<file path="config.mk">
export PLATFORM = sky130hd
export DESIGN_NAME = fetch_unit
export DESIGN_NICKNAME = d
export VERILOG_FILES = /design/src/rtl/fetch_unit.sv
export SDC_FILE = /design/constraint.sdc
export NUM_CORES = 1
export LEC_CHECK = 0
export ABC_AREA = 1
export BUFFER_PORTS_ARGS = -buffer_cell sky130_fd_sc_hd__buf_4
export CAP_MARGIN = 25
export CORE_ASPECT_RATIO = 1.25
export CORE_MARGIN = 2
export CORE_UTILIZATION = 30
export DETAILED_ROUTE_END_ITERATION = 10
export HOLD_SLACK_MARGIN = 0.06
export PLACE_DENSITY = 0.53
export SYNTH_ARGS = -nofsm -noshare
export SYNTH_HDL_FRONTEND = slang
export SYNTH_SLANG_ARGS = --single-unit
</file>
<file path="constraint.sdc">
create_clock -name clk -period 6.9 [get_ports clk]
set_input_delay 0.69 -clock clk [delete_from_list [all_inputs] [get_ports clk]]
set_output_delay 0.69 -clock clk [all_outputs]
set_load 0.02 [all_outputs]
</file>
<file path="src/rtl/fetch_unit.sv">
// Instruction fetch / PC stage: one req/ack read per do_fetch, PC advance per do_next.
// Optional ack watchdog enabled by defining FETCH_TIMEOUT_EN.
module fetch_unit #(
  parameter int                    ADDR_WIDTH     = 16,
  parameter int                    WORD_SIZE      = 16,
  parameter int                    NIB_SIZE       = 4,
  parameter logic [ADDR_WIDTH-1:0] RESET_PC       = '0,
  parameter logic [NIB_SIZE-1:0]   OP_JMP_CODE    = 'hE,
  parameter logic [NIB_SIZE-1:0]   OP_BR_CODE     = 'hF,
  parameter int                    TIMEOUT_CYCLES = 255
) (
  input  logic                  clk,
  input  logic                  rst_n,
  input  logic                  do_fetch,
  input  logic                  do_next,
  input  logic                  take_branch,
  input  logic [ADDR_WIDTH-1:0] jump_target,
  output logic                  imem_req,
  output logic [ADDR_WIDTH-1:0] imem_addr,
  input  logic [WORD_SIZE-1:0]  imem_rdata,
  input  logic                  imem_ack,
  output logic [WORD_SIZE-1:0]  instr,
  output logic [NIB_SIZE-1:0]   opcode,
  output logic                  isaluop,
  output logic [ADDR_WIDTH-1:0] pc,
  output logic                  busy,
  output logic                  seq_error,
  output logic                  fetch_fault
);

  typedef enum logic {IDLE, WAIT} state_t;

  state_t                state_q, state_d;
  logic [ADDR_WIDTH-1:0] pc_q, pc_d;
  logic [ADDR_WIDTH-1:0] addr_q, addr_d;
  logic [WORD_SIZE-1:0]  instr_q, instr_d;
  logic                  seq_err_q, seq_err_d;
  logic [ADDR_WIDTH-1:0] br_off;

  assign br_off = {{(ADDR_WIDTH-8){instr_q[7]}}, instr_q[7:0]};

`ifdef FETCH_TIMEOUT_EN
  localparam int CW = ($clog2(TIMEOUT_CYCLES + 1) > 8) ? $clog2(TIMEOUT_CYCLES + 1) : 8;
  logic [CW-1:0] cnt_q, cnt_d;
  logic          fault_q, fault_d;
`endif

  always_comb begin
    state_d   = state_q;
    pc_d      = pc_q;
    addr_d    = addr_q;
    instr_d   = instr_q;
    seq_err_d = seq_err_q;
`ifdef FETCH_TIMEOUT_EN
    cnt_d     = cnt_q;
    fault_d   = fault_q;
`endif
    case (state_q)
      IDLE: begin
        if (do_fetch && do_next) begin
          seq_err_d = 1'b1;
        end else if (do_fetch) begin
          state_d = WAIT;
          addr_d  = pc_q;
`ifdef FETCH_TIMEOUT_EN
          cnt_d   = '0;
`endif
        end else if (do_next) begin
          if (opcode == OP_JMP_CODE)
            pc_d = jump_target;
          else if (opcode == OP_BR_CODE && take_branch)
            pc_d = pc_q + ADDR_WIDTH'(1) + br_off;
          else
            pc_d = pc_q + ADDR_WIDTH'(1);
        end
      end
      WAIT: begin
        // Strobes here are protocol violations; the fetch itself carries on.
        if (do_fetch || do_next) seq_err_d = 1'b1;
        if (imem_ack) begin
          instr_d = imem_rdata;
          state_d = IDLE;
        end
`ifdef FETCH_TIMEOUT_EN
        else if (cnt_q == CW'(TIMEOUT_CYCLES - 1)) begin
          // Final allowed WAIT cycle passed without ack: abandon the read.
          instr_d = '0;
          state_d = IDLE;
          fault_d = 1'b1;
        end else begin
          cnt_d = cnt_q + CW'(1);
        end
`endif
      end
      default: state_d = IDLE;
    endcase
  end

  always_ff @(posedge clk or negedge rst_n) begin
    if (!rst_n) begin
      state_q   <= IDLE;
      pc_q      <= RESET_PC;
      addr_q    <= '0;
      instr_q   <= '0;
      seq_err_q <= 1'b0;
    end else begin
      state_q   <= state_d;
      pc_q      <= pc_d;
      addr_q    <= addr_d;
      instr_q   <= instr_d;
      seq_err_q <= seq_err_d;
    end
  end

`ifdef FETCH_TIMEOUT_EN
  always_ff @(posedge clk or negedge rst_n) begin
    if (!rst_n) begin
      cnt_q   <= '0;
      fault_q <= 1'b0;
    end else begin
      cnt_q   <= cnt_d;
      fault_q <= fault_d;
    end
  end
  assign fetch_fault = fault_q;
`else
  // Watchdog absent; the comparison only keeps TIMEOUT_CYCLES referenced.
  assign fetch_fault = (TIMEOUT_CYCLES < 0);
`endif

  assign imem_req  = (state_q == WAIT);
  assign busy      = (state_q == WAIT);
  assign imem_addr = addr_q;
  assign instr     = instr_q;
  assign opcode    = instr_q[WORD_SIZE-1 -: NIB_SIZE];
  assign isaluop   = ~opcode[NIB_SIZE-1];
  assign pc        = pc_q;
  assign seq_error = seq_err_q;

endmodule
</file>
==> flow_metrics.py, run 1 <==
metrics = {
    "status": {
        "run_status": "complete, no violations",
    },
    "setup_path": {
        "worst_ep_arrival_time_ps": 2840,
        "timing.critical_path.max_delay_family": "simple AND/OR/NAND/NOR gates",
        "critPathBufInv": 1,
        "startpoint_type": "flip-flop",
        "timing.critical_path.fanout_max": 5,
        "category_of_the_worst_setup_path_capture_point": "flip-flop",
        "crit_path_cell_trace": "ha_1 > nand2_1 > nor3_1 > xor2_1 > inv_1 > ha_1 > nand2_1 > o21ai_0 > nand2_1 > nand3_1 > nand2_1 > nand3_1 > nand2_1 > nand2_1 > nand2_1",
        "cp.required_ps": 7090,
        "crit_path_max_incr_delay_ps": 410,
        "crit_slowest_cell": "dfrtp_1",
        "critPathMostFrequentCell": "nand2_1",
        "timing.setup.critical_path_class": "reg2reg",
    },
    "floorplanning": {
        "floorplan.die_area_um2": 12700,
        "rows": 44,
        "floorplan.initialDensity_pct": 30.6,
        "coreArea_um2": 11600,
        "die_width_um": 101,
        "design.portCount": 95,
        "chipHeight_um": 125,
    },
    "final_layout": {
        "post-route-util_pct": 38.7,
        "leading_cell_type_in_the_layout_fill_and_taps_excluded": "nand2_1",
        "layout.filler_cells": 1241,
        "nets": 620,
        "layout-area-overhead-vs-synth_pct": 26.4,
        "layout.cells.most_common_list": "nand2_1 (125), buf_4 (94), inv_1 (67)",
        "num_antenna_cells": 0,
        "final_area_um2": 4480,
        "drive_gt1_share_pct": 25.3,
    },
    "clock_network": {
        "clkTransAtPathRegs_ps": 70,
        "post_cts_hold_buffer_count": 0,
        "max-clock-path-buffers": 2,
        "clk-insertion-delay-late_ps": 300,
        "ctsRootBufferMaster": "clkbuf_16",
        "ctsResizeCount": 0,
        "cts_num_sinks": 50,
        "cts_max_level": 2,
        "tritoncts": "yes",
        "post-cts-setup-buffer-count": 0,
        "clock_buffers_created_by_tritoncts": 5,
    },
    "yosys": {
        "synth.yosys.warnings": 0,
        "summed_instance_area_of_the_synthesized_netlist_um2": 3540,
        "synth.yosys.seq_area_share_pct": 35.3,
        "synthesis.area_per_instance_um2": 7.44,
        "flops_latches_synth": 50,
        "postSynthCellCount": 476,
        "net_count_of_the_mapped_netlist": 535,
        "synth_cell_type_count": 38,
    },
    "drt": {
        "vias": 3274,
        "dr.first_iter.drc_count": 141,
        "detail_route.drc_violations": 0,
        "vias_per_instance": 4.68,
        "totalWireLength_mm": 9.66,
        "avgRoutedWirePerCell_um": 13.8,
        "drtPass1Iterations": 4,
        "final_antenna_net_count": 0,
    },
    "global_routing": {
        "globalRouteTotalUtil_pct": 15.7,
        "number_of_antenna_violations_at_the_first_check_in_global_routing": 0,
        "grt_first_pass_wirelength_mm": 15.8,
        "via_count_of_the_first_global_routing_pass": 3238,
        "gr-total-overflow": 0,
        "grt_start_max_net_pins": 51,
    },
    "sta": {
        "fin_worst_skew_ps": 7.48,
        "timing.hold.ws_ps": 418,
        "setup_tns_final_ps": 0,
        "tightestPinTransition_ps": 983,
        "report.final.hold_viol_count": 0,
        "finalWorstPathRequiredPeriod_ps": 2650,
        "min_period_over_period_pct": 38.4,
        "timing.fmax_mhz": 378,
        "timing.slew.headroom_pct": 34.2,
        "timing.final.setup_violations": 0,
        "rsz0062_at_grt": "no",
        "slew_limit_fails": 0,
    },
    "pwr": {
        "powerDensity_nw_per_um2": 439,
        "leakagePower_nw": 2.37,
        "vdd_ir_drop_max_mv": 0.171,
    },
    "placed_design": {
        "gp_routability_congestion": 0.879,
        "dp_hpwl_mm": 7.53,
        "numPortBuffers": 93,
        "dpl-instance-area_um2": 4330,
    },
    "min_path": {
        "worstHoldPathType": "in2async",
    },
    "job": {
        "timing.max_cap.violations": 0,
    },
}
registers in the layout, indices dropped and copies added, names as in the netlist:
register,count
instr,16
seq_error,1
pc,16
busy,1
imem_addr,16
Yosys cell counts:
library cell  count  area [µm²]
o22ai_1           3        18.8
nand2_1         125         469
nand3_1          29         145
fa_1              1        20.0
or2_2             2        12.5
and3_1            1        6.26
a31oi_1           2        12.5
ha_1             20         250
inv_2             4        15.0
a21oi_2           1        8.76
o21ai_2           1        8.76
o211ai_1          1        7.51
buf_4             7        52.6
nor3_2            1        10.0
nand2_2           4        25.0
conb_1            1        3.75
xor2_1           13         114
nor2_1           27         101
o21ai_1          13        65.1
nand3_2           1        10.0
mux2_2           14         158
nor2_2            2        12.5
o21bai_1          2        15.0
buf_2             4        20.0
o21a_1            1        7.51
inv_1            67         251
nor3_4            1        16.3
a211oi_1          1        7.51
clkbuf_1          5        18.8
and2_1            2        12.5
dfrtp_1          50        1250
o21ai_0          27         135
nand2_4           2        22.5
nor3_1            2        10.0
a21oi_1          28         140
nand4_1           4        25.0
nand4_2           1        12.5
nor2_4            6        67.6
per-stage QoR:
step	setup slack [ps]	total power, mW	cells
after floorplan	4430	1.34	476
final	4250	1.97	700
after CTS	4240	1.99	700
after detailed placement	4260	1.72	692
after global placement	4270	1.70	692
after global routing	3980	2.16	700
path summary, 6_finish.rpt:
check	start	endpoint	slack [ps]	cells after the start
max	pc[0]	pc[12]	4250	15
min	rst_n	instr[14]	420	1
max reg2reg	pc[0]	pc[12]	4250	15
min reg2reg	seq_error	seq_error	480	2
max in group asynchronous	rst_n	imem_addr[15]	6040	1
min in group clk	seq_error	seq_error	480	2
kinds of logic (layout without fill, tap and decap cells):
group / count (synthesis) / count (layout) / share of synthesized area, %
and+or+nand+nor: 210 / 210 / 27.1
buffers and inverters: 87 / 173 / 10.1
AOI/OAI and AO/OA: 80 / 80 / 12.1
DFF: 50 / 50 / 35.3
adders and majority gates: 21 / 21 / 7.64
muxes: 14 / 14 / 4.45
xor gates and xnor gates: 13 / 13 / 3.22
other: 1 / 1 / 0.106
metal layers:
layer	GRT usage [%]	wire length, µm
met1	20.1	4410
met2	27.6	4770
met3	2.01	362
met4	3.82	109
met5	0	0
where the power goes:
group / total, mW / internal, mW / switching (mW) / leakage, nW
Clock: 0.258 / 0.136 / 0.122 / 0.0664
Combinational: 1.20 / 0.470 / 0.727 / 1.71
Sequential: 0.512 / 0.397 / 0.115 / 0.596
area by class of cell:
class | count | area, µm² | area share (%)
tap | 138 | 173 | 3.86
timing repair buffer | 94 | 706 | 15.8
clock inverter | 3 | 23.8 | 0.531
sequential | 50 | 1250 | 28.0
inverter | 71 | 267 | 5.95
multi-input combinational | 339 | 1930 | 43.1
clock buffer | 5 | 125 | 2.80
Note: power is estimated with default switching activity, not from simulation.
==> inputs of run 2 (changes only) <==
- clock period: 6.9 -> 2.7 ns (I/O delays scaled with it)
==> run 2 against run 1 <==
Non-clock buffer count grew 16. Sequential cell count unchanged. Sequential share of layout area shrank 1.5 points. Global-route usage down 0.31 points. Cell count rose by 2.3%.
==> flow_metrics.py, run 2 (synthesis results as in run 1) <==
metrics = {
    "drt": {
        "drtPass1Iterations": 4,
        "totalWireLength_mm": 9.67,
        "final_antenna_net_count": 0,
        "vias": 3335,
        "vias_per_instance": 4.66,
        "dr.first_iter.drc_count": 124,
        "avgRoutedWirePerCell_um": 13.5,
        "detail_route.drc_violations": 0,
    },
    "clock_network": {
        "clkTransAtPathRegs_ps": 80,
        "ctsRootBufferMaster": "clkbuf_16",
        "cts_max_level": 2,
        "tritoncts": "yes",
        "clock_buffers_created_by_tritoncts": 5,
        "cts_num_sinks": 50,
        "max-clock-path-buffers": 2,
        "clk-insertion-delay-late_ps": 300,
    },
    "pwr": {
        "vdd_ir_drop_max_mv": 0.347,
        "powerDensity_nw_per_um2": 1140,
        "leakagePower_nw": 2.48,
    },
    "floorplanning": {
        "rows": 44,
        "design.portCount": 95,
        "floorplan.initialDensity_pct": 30.6,
        "die_width_um": 101,
        "floorplan.die_area_um2": 12700,
        "chipHeight_um": 125,
        "coreArea_um2": 11600,
    },
    "setup_path": {
        "worst_ep_arrival_time_ps": 2720,
        "startpoint_type": "flip-flop",
        "category_of_the_worst_setup_path_capture_point": "flip-flop",
        "timing.critical_path.fanout_max": 5,
        "timing.setup.critical_path_class": "reg2reg",
        "cp.required_ps": 2900,
    },
    "final_layout": {
        "num_antenna_cells": 0,
        "nets": 636,
        "leading_cell_type_in_the_layout_fill_and_taps_excluded": "nand2_1",
        "layout.filler_cells": 1217,
        "layout.cells.most_common_list": "nand2_1 (123), buf_4 (109), inv_1 (67)",
        "drive_gt1_share_pct": 30.6,
        "layout-area-overhead-vs-synth_pct": 33.8,
    },
    "sta": {
        "min_period_over_period_pct": 93.2,
        "timing.fmax_mhz": 397,
        "timing.final.setup_violations": 0,
        "setup_ws_ps": 184,
        "setup_tns_final_ps": 0,
        "slew_limit_fails": 0,
        "report.final.hold_viol_count": 0,
        "finalWorstPathRequiredPeriod_ps": 2520,
        "tightestPinTransition_ps": 738,
        "fin_worst_skew_ps": 13.2,
        "rsz0062_at_grt": "yes",
        "timing.hold.ws_ps": 150,
        "timing.slew.headroom_pct": 50.7,
    },
    "global_routing": {
        "grt_start_max_net_pins": 51,
        "grt_first_pass_wirelength_mm": 15.6,
        "globalRouteTotalUtil_pct": 15.4,
        "number_of_antenna_violations_at_the_first_check_in_global_routing": 0,
        "gr-total-overflow": 0,
        "via_count_of_the_first_global_routing_pass": 3205,
    },
    "placed_design": {
        "numPortBuffers": 93,
        "dp_worst_setup_slack_ps": 77.9,
        "gp_routability_congestion": 0.885,
        "dp_hpwl_mm": 7.58,
    },
    "status": {
        "run_status": "complete, no violations",
    },
    "min_path": {
        "worstHoldPathType": "in2reg",
    },
    "job": {
        "timing.max_cap.violations": 0,
    },
}
-- run 2: through the flow --
stage / cells / total power, mW / util (%) / instance area [µm²]
2_1_floorplan: 476 / 3.41 / - / 3540
3_3_place_gp: 699 / 4.40 / 37.9 / 4380
3_5_place_dp: 699 / 4.43 / 37.9 / 4380
4_1_cts: 708 / 5.21 / 39.5 / 4560
5_1_grt: 716 / 5.93 / 41.0 / 4740
6_report: 716 / 5.41 / 41.0 / 4740
-- run 2: layer usage --
layer	global-route usage, %	wire (µm)	up-vias
met2	26.0	4800	60
met4	4.77	174	0
li1	-	-	1719
met3	1.84	308	10
met1	20.3	4380	1546
met5	0	0	-
-- run 2: cell type report --
| class | instances | area, µm² | share of cell area (%) |
|---|---|---|---|
| Clock buffer | 5 | 125 | 2.64 |
| Clock inverter | 3 | 48.8 | 1.03 |
| Inverter | 71 | 267 | 5.63 |
| Multi-Input combinational cell | 339 | 2040 | 43.1 |
| Sequential cell | 50 | 1250 | 26.5 |
| Tap cell | 138 | 173 | 3.65 |
| Timing Repair Buffer | 110 | 828 | 17.5 |
-- run 2: worst paths after layout --
kind                       slack (ps)         to  cells past startpoint  startpoint
hold / removal                    150       busy                      2    imem_ack
max in group asynchronous        1660     pc[12]                      2       rst_n
setup reg to reg                  180     pc[15]                     18       pc[5]
min in group asynchronous         540   instr[7]                      2       rst_n
hold reg to reg                   480  seq_error                      2   seq_error
setup / recovery                  180     pc[15]                     18       pc[5]
-- run 2: repair_timing --
action                                  CTS  global route
endpoints found under the setup margin    0            10
endpoints found under the hold margin    50             0
hold buffers                              1             0
resized for setup                         0            22
setup buffers                             0             8
-- run 2: where the power goes --
group          internal (mW)  total, mW  switching, mW
registers               1.02       1.29          0.268
logic                   1.37       3.36           1.99
clock network          0.445      0.762          0.318
total                   2.84       5.41           2.57
-- run 2: worst max-delay path: stages, from the launching register on --
cell and delay [ps]:
dfrtp_2 440, nand2_1 120, nor2_4 120, nand2_4 110, nor2_4 130, nand2_1 100, xor2_2 160, inv_1 80
ha_1 320, nand2_1 100, nor2_2 130, and3_1 170, nand2_1 60, nand2_1 70, nand3_1 70, nand3_1 80
nand2_1 50, nand2_1 50, nand2_1 40
